**config.mk**
```make
export PLATFORM = sky130hd
export DESIGN_NAME = phase_splitter_pipe
export DESIGN_NICKNAME = d
export VERILOG_FILES = /design/src/rtl/phase_splitter_pipe.sv
export SDC_FILE = /design/constraint.sdc
export NUM_CORES = 1
export LEC_CHECK = 0
export ABC_CLOCK_PERIOD_IN_PS = 3300
export CAP_MARGIN = 10
export CORE_ASPECT_RATIO = 1.4
export CORE_MARGIN = 2
export CORE_UTILIZATION = 60
export CTS_BUF_LIST = sky130_fd_sc_hd__clkbuf_16
export CTS_CLUSTER_DIAMETER = 50
export DETAILED_ROUTE_END_ITERATION = 6
export PLACE_DENSITY = 0.88
export SYNTH_ARGS = -nofsm -noshare
export SYNTH_HDL_FRONTEND = slang
export SYNTH_SLANG_ARGS = --single-unit
```
**constraint.sdc**
```tcl
create_clock -name clk -period 3.3 [get_ports clk]
set_clock_uncertainty 0.1 [all_clocks]
set_input_delay 0.495 -clock clk [delete_from_list [all_inputs] [get_ports clk]]
set_output_delay 0.495 -clock clk [all_outputs]
set_load 0.05 [all_outputs]
```
**src/rtl/phase_splitter_pipe.sv**
```systemverilog
// Complementary-phase generator: each accepted word leaves on the plus path after D cycles.
// The minus path carries NOT(word) or the saturating negation, and leaves after D+S cycles.
module phase_splitter_pipe #(
    parameter int  WIDTH     = 10,
    parameter int  MAX_DELAY = 8,
    parameter int  MAX_SKEW  = 4,
    localparam int DW        = $clog2(MAX_DELAY + 1),
    localparam int SW        = $clog2(MAX_SKEW + 1)
) (
`ifdef USE_POWER_PINS
    inout  wire              vdd,
    inout  wire              vss,
`endif
    input  logic             clk,
    input  logic             rst_n,
    input  logic             in_valid,
    input  logic [WIDTH-1:0] in_data,
    input  logic             cfg_load,
    input  logic [DW-1:0]    cfg_delay,
    input  logic [SW-1:0]    cfg_skew,
    input  logic             cfg_mode,
    output logic             plus_valid,
    output logic [WIDTH-1:0] plus_data,
    output logic             minus_valid,
    output logic [WIDTH-1:0] minus_data,
    output logic             busy
);

    localparam int               DEPTH    = MAX_DELAY + MAX_SKEW;
    localparam logic [WIDTH-1:0] MOST_NEG = {1'b1, {(WIDTH-1){1'b0}}};

    logic [DW-1:0]    cur_delay;
    logic [SW-1:0]    cur_skew;
    logic             cur_mode;
    logic [DW-1:0]    new_delay;
    logic [SW-1:0]    new_skew;
    logic [WIDTH-1:0] neg_word;

    logic [DEPTH-1:0] pipe_v;
    logic [WIDTH-1:0] pipe_p [DEPTH];
    logic [WIDTH-1:0] pipe_m [DEPTH];

    int               tap_p;
    int               tap_m;
    logic             tap_p_v;
    logic             tap_m_v;
    logic [WIDTH-1:0] tap_p_d;
    logic [WIDTH-1:0] tap_m_d;

    // NOTE: every always_comb output gets a default first, so no path leaves it unassigned (no latch).
    always_comb begin
        new_delay = cfg_delay;
        if (cfg_delay == '0)
            new_delay = DW'(1);
        else if (cfg_delay > DW'(MAX_DELAY))
            new_delay = DW'(MAX_DELAY);
        new_skew = cfg_skew;
        if (cfg_skew > SW'(MAX_SKEW))
            new_skew = SW'(MAX_SKEW);
    end

    // The complement is formed at capture, so a later mode change cannot alter words already in flight.
    always_comb begin
        if (!cur_mode)
            neg_word = ~in_data;
        else if (in_data == MOST_NEG)
            neg_word = ~MOST_NEG;
        else
            neg_word = -in_data;
    end

    // Stage i holds a word i cycles after its capture edge. Tap D-1 therefore feeds the output register at edge k+D.
    always_comb begin
        tap_p   = int'(cur_delay) - 1;
        tap_m   = int'(cur_delay) + int'(cur_skew) - 1;
        tap_p_v = 1'b0;
        tap_m_v = 1'b0;
        tap_p_d = '0;
        tap_m_d = '0;
        for (int i = 0; i < DEPTH; i++) begin
            if (i == tap_p) begin
                tap_p_v = pipe_v[i];
                tap_p_d = pipe_p[i];
            end
            if (i == tap_m) begin
                tap_m_v = pipe_v[i];
                tap_m_d = pipe_m[i];
            end
        end
    end

    // NOTE: sequential state uses non-blocking assignments only, so every stage shifts off the same edge values.
    // NOTE: the data stages are reset too, so the pipeline holds no stale words after reset.
    always_ff @(posedge clk or negedge rst_n) begin
        if (!rst_n) begin
            cur_delay   <= DW'(1);
            cur_skew    <= '0;
            cur_mode    <= 1'b0;
            pipe_v      <= '0;
            for (int i = 0; i < DEPTH; i++) begin
                pipe_p[i] <= '0;
                pipe_m[i] <= '0;
            end
            plus_valid  <= 1'b0;
            plus_data   <= '0;
            minus_valid <= 1'b0;
            minus_data  <= '0;
        end else begin
            for (int i = DEPTH - 1; i > 0; i--) begin
                pipe_p[i] <= pipe_p[i-1];
                pipe_m[i] <= pipe_m[i-1];
            end
            pipe_p[0] <= in_data;
            pipe_m[0] <= neg_word;
            if (cfg_load) begin
                cur_delay   <= new_delay;
                cur_skew    <= new_skew;
                cur_mode    <= cfg_mode;
                pipe_v      <= '0;
                plus_valid  <= 1'b0;
                plus_data   <= '0;
                minus_valid <= 1'b0;
                minus_data  <= '0;
            end else begin
                pipe_v      <= (pipe_v << 1) | DEPTH'(in_valid);
                plus_valid  <= tap_p_v;
                plus_data   <= tap_p_v ? tap_p_d : '0;
                minus_valid <= tap_m_v;
                minus_data  <= tap_m_v ? tap_m_d : '0;
            end
        end
    end

    assign busy = (|pipe_v) | plus_valid | minus_valid;

endmodule
```
Word level (Yosys, flattened, before mapping)
Cells that the tools add are included.
- flip-flop bits (word level): 282
- bits in read-only memories: 0
- memories: 0
- RAM bits: 0
- word-level logic and storage cells: 129
- latch bits: 0
- output and inout bits: 23
- bitwise logic cells: 4
- $mul: 0
- order comparisons: 2
- $add $sub $neg: 4
- eq/ne operators: 23
- shift operators: 0
- div/mod/pow operators: 0
- mux-type cells: 60
- reduce and logical (&&, ||, !) cells: 4
- operators with widths (operator ; count):
    $mux W10 ; 30
    $logic_not A32 Y1 ; 2
    $mux W1 ; 26
    $eq A4 B6 Y1 const A ; 4
    $eq A5 B6 Y1 const A ; 4
    $eq A4 B5 Y1 const A ; 4
    $eq A5 B5 Y1 const A ; 4
    $eq A3 B6 Y1 const A ; 2
    $mux W12 ; 1
    $or A12 B1 Y12 ; 1
    $reduce_or A12 Y1 ; 1
    $eq A10 B10 Y1 const B ; 1
    $eq A3 B5 Y1 const A ; 2
    $neg A10 Y10 ; 1
    $not A10 Y10 ; 1
    $mux W4 ; 2
    $eq A2 B6 Y1 const A ; 1
    $sub A5 B1 Y6 const B ; 1
    $add A4 B3 Y5 ; 1
    $eq A2 B5 Y1 const A ; 1
    $sub A4 B1 Y5 const B ; 1
    $gt A4 B4 Y1 const B ; 1
    $logic_not A4 Y1 ; 1
    $gt A3 B3 Y1 const B ; 1
    2 further kinds ; 3

Longest topological paths before layout
- depth after elaboration: 17
- mapped depth: 14
- mapped depth without buffers: 10

Worst setup path after synthesis
Ideal clock, no wire load.
- kind: register -> register
- start point: reg cur_delay[0]
- end point: reg minus_data[8]
- setup slack: 0.269 ns
- stages on the path, launching flop included: 14
- data required time: 3.069 ns
- path buffers: 4
- arrival time: 2.800 ns
- cell sequence: dfstp_2 -> buf_6 -> buf_4 -> buf_2 -> inv_2 -> ha_1 -> inv_1 -> ha_1 -> fa_1 -> buf_2 -> mux4_2 -> mux2_2 -> a22oi_1 -> a211oi_1
- cells in the longest elaborated chain, start to end: 17
- elaborated cells on any way between the ends: 40
- RTL lines (what ; RTL line ; text):
    from (decl) ; 32 ; logic [DW-1:0] cur_delay;
    from (signal assigned) ; 116 ; cur_delay <= new_delay;
    $add A4 B3 Y5 * ; 75 ; tap_m = int'(cur_delay) + int'(cur_skew) - 1;
    $sub A5 B1 Y6 * ; 75 ;
    $logic_not A32 Y1 ; 85 ; if (i == tap_m) begin
    $mux W10 / $mux W1 (equally long branches) (12 in a row) ; 85 ;
    $mux W10 * ; 129 ; minus_data <= tap_m_v ? tap_m_d : '0;
    $mux W10 * ; 115 ; if (cfg_load) begin
    to (signal assigned) ; 129 ;
    to (decl) ; 25 ; output logic [WIDTH-1:0] minus_data,
Every way passes the cells marked *; elsewhere a longest branch is shown, timed or not.
A chain may end at the register's enable or synchronous reset.

Worst setup path in the final report
- start point: reg cur_delay[1]
- end point: reg minus_data[1]
Same word-level chain as after synthesis.

==> reports/metrics.cfg <==
[setup_path]
reg2reg_depth = 11
worst_ep_arrival_time_ns = 3.51
crit_fanout = 11
crit_path_end_kind = register
cpMaxStageDelayCell = fa_1
critPathLaunchType = register
max_stage_delay_ns = 0.54
worst-setup-path-type = register to register
cp.required_ns = 3.63
crit_chain = inv_1 > ha_1 > inv_1 > ha_1 > fa_1 > xnor2_1 > buf_4 > nand2_1 > nor3_4 > a22oi_1 > nor3_1

[sta]
fin_crit_sh_pct = 96.3
period_needed_ns = 3.18
maxSlewViolCount = 0
fin_setup_tns_ns = 0
slew_headroom_pct = 48.2
setup_viol = 0
rsz0062_at_grt = no
max_slew.worst_pin.slew_ns = 0.778
hold_viol = 0
fin_hold_ws_ns = 0.270
fmax_mhz = 315

[routing]
drc = 0
vias_per_cell = 6.23
drt-met1-wl_mm = 9.01
dr_wl_met2_mm = 12.3
wire_per_inst_microns = 22.8
vias = 6555
drt_iter0_drc = 648
drtPass1Iterations = 7
route.met3.wl_mm = 1.06
route.top_layer_used = met4
antenna_left = 0
drt_wl_total_mm = 24.0

[floorplanning]
io_pins = 45
initial_core_util_pct = 60.8
die_h_microns = 160
die_x_microns = 116
num_rows = 57
coreArea_sq_um = 17200
die-area_sq_um = 18500

[clock_tree]
cts_sinks = 282
htree_levels = 1
cts_tree = built
clk_path_buf_depth = 3
clock_latency_ns = 0.53
cts_buffers = 26
clkTransAtPathRegs_ns = 0.07
postCtsSetupRepairBufs = 0
cts.root.buffer_cell = clkbuf_16

[synthesis]
synth_warnings = 0
syn_avg_cell_area_sq_um = 14.0
synth_fa_ha_area_share_pct = 1.27
synth_cell_types = 64
seq_area_frac_synth_pct = 67.5
async_flop_share_pct = 100
synth.cell_area_sq_um = 10500
ys_seq_elements = 282
synth_xor_area_share_pct = 0.742
synth_fp_nets = 780
synth_top_family_by_area = compound AO/OA/AOI/OAI gates
ys.flop_type = dfrtp_1
yosys.area_share.simple_pct = 8.18
synth_compound_area_share_pct = 10.6
synthCells = 748
synth_mux_area_share_pct = 8.21
synth_edf_count = 0

[grt]
overflow = 0
grt_use_total_pct = 27.5
grt_pass1_vias = 7035
grt_max_degree = 82
grt_antenna_before_repair = 0
grt_pass1_wl_mm = 39.0

[finish]
fin_area_sq_um = 12000
area_growth_syn_to_layout_pct = 14.8
drive_above_1_share_pct = 14.0
final_common_cell = dfrtp_1
fin_cells = 1052
fillCellCount = 1021
antennaDiodeCount = 0
fin_nets = 828
final_cell_mix = dfrtp_1, clkdlybuf4s50_1, nand2_1, nor2_1, o21ai_0

[power]
vdd_drop_max_v = 0.000393
power.total_w = 0.00817
static-leakage-power_nw = 5.22
powerDensity_nw_per_um2 = 681

[place]
placed_area_sq_um = 11100
dp_hpwl_mm = 14.9
gp_congestion = 0.897
port_buffers = 44
dp.cells = 1003

[flow_run]
cap_violations = 0

[outcome]
status = complete, no violations

[hold_path]
hold-path-cell-count = 0
hold_path_class = register to register

registers in the layout, indices dropped and copies added, names as in the netlist, 3 cells and up:
name and count:
plus_data 10, minus_data 10, pipe_v 12, pipe_p 120, cur_delay 4, pipe_m 120, cur_skew 3
worst paths after layout:
kind | startpoint | end | slack, ns
max in group asynchronous | rst_n | plus_data[9] | 1.72
max reg2reg | cur_delay[1] | minus_data[1] | 0.12
max | cur_delay[1] | minus_data[1] | 0.12
min | pipe_m[39] | pipe_m[29] | 0.27
min in group asynchronous | rst_n | plus_data[1] | 0.39
min reg2reg | pipe_m[39] | pipe_m[29] | 0.27
critical path: cells and delay by family, from the launching register on:
kind	cells	cell delay (ns)
and+or+nand+nor	3	0.66
adders and majority gates	3	1.04
AOI/OAI and AO/OA	1	0.15
xor gates and xnor gates	1	0.38
DFF	1	0.35
buffers and inverters	3	0.37
cells by family (layout without fill, tap and decap cells):
logic type / after synthesis / in the layout
compound gates: 161 / 161
xor+xnor: 8 / 8
fa+ha+maj: 10 / 10
buf+inv: 68 / 136
flops: 282 / 282
mux: 53 / 53
simple gates: 166 / 166
per-stage QoR:
step | util, % | worst slack (ns)
2_1_floorplan | - | 0.269
3_3_place_gp | 64.7 | 0.366
3_5_place_dp | 64.7 | 0.211
4_1_cts | 69.8 | 0.0718
5_1_grt | 69.8 | 0.0132
6_report | 69.8 | 0.123
Yosys cell counts (all sizes together) (9+ instances only):
master  instances  share of area [%]
dfrtp         281                 67
nand2          40                1.4
nor2           37                1.3
buf            36                2.3
o21ai          34                1.6
o22ai          28                1.7
mux4           25                5.4
nor2b          24                1.4
a21oi          21                1.0
inv            20               0.72
mux2i          16                1.5
o211ai         16                1.1
clkbuf         12               0.43
mux2           12                1.3
nor3           12               0.77
and3           10               0.60
nand3          10               0.53
ha              9                1.1
routing by layer:
metal | GRT usage, % | up-vias
li1 | - | 2792
met1 | 35.3 | 3380
met2 | 44.4 | 285
met3 | 4.06 | 98
met4 | 16.2 | 0
met5 | 0 | -
power by group:
part	internal [W]	switching (W)
logic	0.000527	0.000793
registers	0.00367	0.000136
clock network	0.00173	0.00131
repair_timing:
item	CTS	global route
endpoints found under the setup margin	0	7
hold buffers	1	0
gates resized for setup	0	1
endpoints found under the hold margin	68	0
area by class of cell:
class	instances	area [sq um]	area share, %
timing repair buffer	68	666	5.55
multi-input combinational	398	3040	25.4
clock inverter	21	189	1.57
clock buffer	27	676	5.63
inverter	20	75.1	0.625
tap	236	295	2.46
sequential	282	7060	58.8
Note: power is estimated with default switching activity, not from simulation.
